==> config.mk <==
export PLATFORM = sky130hd
export DESIGN_NAME = sum
export DESIGN_NICKNAME = d
export VERILOG_FILES = /design/src/rtl/sum.sv
export SDC_FILE = /design/constraint.sdc
export NUM_CORES = 1
export LEC_CHECK = 0
export ABC_AREA = 1
export BUFFER_PORTS_ARGS = -buffer_cell sky130_fd_sc_hd__clkbuf_2
export CAP_MARGIN = 0
export CORE_ASPECT_RATIO = 1.1
export CORE_UTILIZATION = 40
export DETAILED_ROUTE_END_ITERATION = 10
export PLACE_DENSITY_LB_ADDON = 0.05
export RECOVER_POWER = 100
export SLEW_MARGIN = 0
export SYNTH_ARGS = -nofsm -noshare
export SYNTH_HDL_FRONTEND = slang
export SYNTH_SLANG_ARGS = --single-unit
==> constraint.sdc <==
create_clock -name clk -period 7 [get_ports clk]
set_clock_uncertainty 0.1 [all_clocks]
set_input_delay 0.7 -clock clk [delete_from_list [all_inputs] [get_ports clk]]
set_output_delay 0.7 -clock clk [all_outputs]
set_load 0.1 [all_outputs]
==> src/rtl/sum.sv <==
// Lane summer: combinational exact and wrapped sums of LANES packed
// unsigned lanes, plus a one-cycle registered capture path with overflow.

// Per-lane front end: slice one lane out of the bus and zero-extend it
// to the full result width so the accumulation can never truncate.
module sum_lane #(
  parameter int W  = 16,
  parameter int FW = 20
) (
  input  logic [W-1:0]  i_lane,
  output logic [FW-1:0] o_ext
);
  assign o_ext = {{(FW-W){1'b0}}, i_lane};
endmodule

module sum #(
  parameter int LANES = 16,
  parameter int W     = 16
) (
  input  logic                              clk,
  input  logic                              rst_n,
  input  logic [LANES*W-1:0]                bus_in,
  input  logic                              in_valid,
  output logic [W-1:0]                      sum_out,
  output logic [W+$clog2(LANES)-1:0]        sum_full,
  output logic [W-1:0]                      sum_q,
  output logic [W+$clog2(LANES)-1:0]        sum_full_q,
  output logic                              ovf_q,
  output logic                              out_valid
);
  // Full width holds LANES*(2^W-1) exactly; LANES must be at least 2 so
  // there is at least one carry bit above the wrapped result.
  localparam int FW = W + $clog2(LANES);

  logic [LANES-1:0][W-1:0]  w_lane;
  logic [LANES-1:0][FW-1:0] w_ext;
  logic [FW-1:0]            w_sum;
  logic                     w_ovf;

  logic [W-1:0]             r_sum_q;
  logic [FW-1:0]            r_sum_full_q;
  logic                     r_ovf_q;
  logic                     r_out_valid;

  assign w_lane = bus_in;

  genvar g;
  generate
    for (g = 0; g < LANES; g++) begin : g_lane
      sum_lane #(.W(W), .FW(FW)) u_lane (
        .i_lane (w_lane[g]),
        .o_ext  (w_ext[g])
      );
    end
  endgenerate

  // Accumulate all zero-extended lanes; structure left to synthesis.
  always_comb begin
    w_sum = '0;
    for (int i = 0; i < LANES; i++) w_sum = w_sum + w_ext[i];
  end

  // Any bit above the wrapped width means the exact sum exceeded 2^W-1.
  assign w_ovf    = |w_sum[FW-1:W];
  assign sum_full = w_sum;
  assign sum_out  = w_sum[W-1:0];

  // Capture on in_valid; reset wins over a simultaneous capture.
  always_ff @(posedge clk) begin
    if (!rst_n) begin
      r_sum_q      <= '0;
      r_sum_full_q <= '0;
      r_ovf_q      <= 1'b0;
      r_out_valid  <= 1'b0;
    end else begin
      r_out_valid <= in_valid;
      if (in_valid) begin
        r_sum_q      <= w_sum[W-1:0];
        r_sum_full_q <= w_sum;
        r_ovf_q      <= w_ovf;
      end
    end
  end

  assign sum_q      = r_sum_q;
  assign sum_full_q = r_sum_full_q;
  assign ovf_q      = r_ovf_q;
  assign out_valid  = r_out_valid;
endmodule

# Word-level counts from Yosys, hierarchy flattened

Index checks and enable logic that the tools add are counted.

Flip-flop bits (word level): 38
Output and inout port bits: 74
Word-level logic and storage cells: 20
Input port bits: 259

$add $sub $neg: 15
Reduce and logical (&&, ||, !) cells: 1

Operators by type and width:

| kind            | number |
|---|---|
| $add 20x16->20  | 11 |
| $add 19x16->20  | 1 |
| $add 18x16->19  | 1 |
| $add 17x16->18  | 1 |
| $add 16x16->17  | 1 |
| $reduce_or 4->1 | 1 |

# Depth between registers and ports, before layout

Word-level depth: 16
Depth in mapped cells: 26
Mapped depth without buffers: 26

# Hierarchy

Synthesis repeated with hierarchy kept, for this count alone.

Cells, all modules: 1,400
Area total of the unflattened synthesis: 11,578.6 um2

By module, submodules not included:

| module   | seq. area each (um2) | times used | cells each | area an instance (um2) |
|---|---|---|---|---|
| sum      | 440.4                | 1          | 1,064      | 9,116.2 |
| sum_lane | 0.0                  | 16         | 21         | 153.9 |

# Least setup slack after synthesis

OpenSTA, ideal clock, no wires.

Path kind: input to output
From: in bus_in[194]
To: out sum_out[10]
Path buffers: 1
Arrival time: 6.789 ns
Slack: -0.589 ns
Required time: 6.200 ns
Stages on the path: 18
Cell sequence: inv_1 -> fa_1 -> fa_1 -> inv_1 -> fa_1 -> fa_1 -> fa_1 -> inv_1 -> fa_1 -> inv_1 -> ha_1 -> fa_1 -> nand2_1 -> nand2_1 -> nand3_1 -> nand2_2 -> xor2_1 -> buf_4

Cells in the longest elaborated chain, start to end: 4

RTL lines:

| what                         | RTL line | text |
|---|---|---|
| start, declared              | 22       | `input logic [LANES*W-1:0] bus_in,` |
| $add 20x16->20 (4 in series) | 60       | `for (int i = 0; i < LANES; i++) w_sum = w_sum + w_ext[i];` |
| end, declared                | 24       | `output logic [W-1:0] sum_out,` |

Every way passes these cells.

# Final worst setup path

From: in bus_in[98]
To: out sum_out[10]

Cells in the longest elaborated chain, start to end: 10

RTL lines:

| what                          | RTL line |
|---|---|
| $add 20x16->20 (10 in series) | 60 |

Every way passes these cells.

==> key figures <==
Status
  – Outcome: finished clean

Die
  – I/O pin total: 333
  – Initial Utilization: 40.84%
  – Row cnt: 53
  – Die W: 135.4 um
  – Core area: 19160 sq um
  – DIE AREA: 20130 sq um
  – Die height: 148.7 um

Finish
  – # diodes: 0
  – Final #Nets: 1696
  – Most frequent cells in the layout: inv_1, clkbuf_2, fa_1
  – Layout cells sized above 1: 24.62%
  – Layout overhead on the synthesized area: 22.95%
  – Final non-filler cell area: 9624 sq um
  – Commonest non-fill, non-tap cell in the layout: inv_1
  – Finished Layout Cells: 1433
  – Fillers: 1982

Setup path
  – Worst-path fanout max: 4
  – Crit path DAT: 5840 ps
  – Critical path origin: bus_in[98]
  – Crit path required time: 6200 ps
  – Setup CP Type: primary input to primary output
  – R2R depth: 4
  – R2R setup slack: 6150 ps
  – Reg-to-reg startpoint: sum_q[8]
  – Worst setup EP type: primary output
  – CP Launch Type: primary input

Min path
  – Worst Hold Class: flop to flop
  – Worst hold start: sum_full_q[17]
  – Worst hold path depth: 2

Place
  – Port Buffer Count: 332
  – Placed Area: 9733 sq um
  – DP HPWL: 15560 um
  – RD Place Congestion: 0.8162
  – Placed insts: 1430

Global routing
  – First-pass GRT wire length: 27640 um
  – Largest net degree at the start of global routing: 31
  – Gr usage total: 17.08%
  – Grt ovf: 0
  – Antenna violations before repair: 0
  – Vias in the first global route: 6411

Detailed routing
  – Post-route ant nets: 0
  – WL final: 15830 um
  – DR pass1 iterations: 4
  – DR DRC count: 0
  – Routed len/inst: 11.04 um
  – Violation count after the first detailed-route iteration: 125
  – Detailed-route vias per instance: 4.110
  – Via count: 5890

Yosys
  – Synth Area per Inst: 8.815 sq um
  – Syn nets: 1396
  – Netlist cell types: 28
  – Synth Instances: 888
  – Number of synthesized register bits: 22
  – Post-Syn Area: 7828 sq um
  – Yosys warning count: 0
  – Seq/Total Area, Yosys: 5.627%

Timing
  – # setup viols final: 0
  – Final hold violations: 0
  – Fin crit share: 94.89%
  – Min Tclk post-route: 6642 ps
  – Hold Slack: 389.8 ps
  – Max-slew headroom: 18.31%
  – Max Transition Viols Final: 0
  – Highest Clock Rate: 0.1506 GHz
  – Worst-margin pin slew: 1225 ps
  – RSZ-0062 raised after global routing: false

Job
  – Max-cap violation count: 0

Clocking
  – Clock latency on the worst-skew pair: 260 ps
  – Num CTS Buffers: 3
  – CTS root buffer: clkbuf_16
  – Post-CTS Setup Repair Bufs: 0
  – Htree depth: 1
  – Hold-fix buffers, CTS: 0
  – CTS tree: built
  – CTS clk-pin slew, worst paths: 60 ps
  – Sink Count: 22
  – Post_cts resized: 0
  – CTS max path bufs: 2
-- kinds of logic (layout without fill, tap and decap cells) --
| logic type | count (synthesis) | in the layout | synth area share (%) |
|---|---|---|---|
| xor+xnor | 10 | 10 | 1.119 |
| compound gates | 43 | 43 | 3.037 |
| simple gates | 134 | 134 | 7.145 |
| buf+inv | 430 | 728 | 22.17 |
| flops | 22 | 22 | 5.627 |
| fa+ha+maj | 249 | 249 | 60.90 |
-- layer usage --
layer / global-route usage [%] / part of all wire [%]
met5: 0 / 0
met4: 1.966 / 0.95
met3: 1.363 / 4.4
met2: 35.26 / 59
met1: 19.06 / 36
-- state kept, by name, summed over array words and instances (netlist names) --
name and cells:
sum_q 15, ovf_q 1, sum_full_q 5, out_valid 1
-- cells in the mapped netlist --
| library cell | n | area [sq um] |
|---|---|---|
| inv_1 | 392 | 1471 |
| fa_1 | 220 | 4404 |
| nand2_1 | 61 | 229.0 |
| nor2_1 | 44 | 165.2 |
| buf_4 | 32 | 240.2 |
| ha_1 | 29 | 362.9 |
| dfxtp_1 | 22 | 440.4 |
| nand3_1 | 17 | 85.08 |
| o21ai_0 | 17 | 85.08 |
| a21oi_1 | 15 | 75.07 |
| xor2_1 | 8 | 70.07 |
| clkbuf_1 | 4 | 15.01 |
| o211ai_1 | 4 | 30.03 |
| nand2_2 | 3 | 18.77 |
| a21oi_2 | 2 | 17.52 |
| a31oi_1 | 2 | 12.51 |
| and2_1 | 2 | 12.51 |
| nand3b_1 | 2 | 15.01 |
| o21ai_1 | 2 | 10.01 |
| xnor2_1 | 2 | 17.52 |
| buf_2 | 1 | 5.000 |
| clkinv_1 | 1 | 3.750 |
| nand3_2 | 1 | 10.01 |
| nand4_1 | 1 | 6.260 |
| nor3_1 | 1 | 5.000 |
| o21bai_1 | 1 | 7.510 |
| or2_1 | 1 | 6.260 |
| or2_2 | 1 | 6.260 |
-- per-stage QoR --
step / utilization, % / worst slack, ps / TNS [ps]
2_1_floorplan: - / -308.2 / -308.2
3_3_place_gp: 50.79 / 367.8 / 0
3_5_place_dp: 50.79 / 356.8 / 0
4_1_cts: 51.18 / 334.6 / 0
5_1_grt: 50.22 / 43.60 / 0
6_report: 50.22 / 357.8 / 0
-- worst max-delay path, stage by stage --
cell,delay [ps]
clkbuf_1,90
fa_1,550
inv_1,60
fa_1,500
inv_1,60
fa_1,560
fa_1,430
fa_1,500
inv_1,50
fa_1,470
inv_1,40
ha_1,230
fa_1,470
nand2_1,80
nand2_1,80
nand3_1,110
nand2_2,90
xor2_1,390
buf_4,380
-- layout make-up --
class / count / area [sq um] / share of cell area, %
Timing Repair Buffer: 332 / 1675 / 17.41
Clock buffer: 3 / 75.07 / 0.7800
Sequential cell: 22 / 440.4 / 4.576
Inverter: 393 / 1475 / 15.33
Multi-Input combinational cell: 436 / 5649 / 58.70
Tap cell: 247 / 309.0 / 3.211
-- final timing paths --
| kind | to |
|---|---|
| worst max-delay path | sum_out[10] |
| worst max register to register | sum_q[8] |
| worst min register to register | sum_full_q[17] |
| worst min-delay path | sum_full_q[17] |
Power is not shown: default switching activity piles up to over one toggle a cycle in this logic, so the estimate is an artifact.
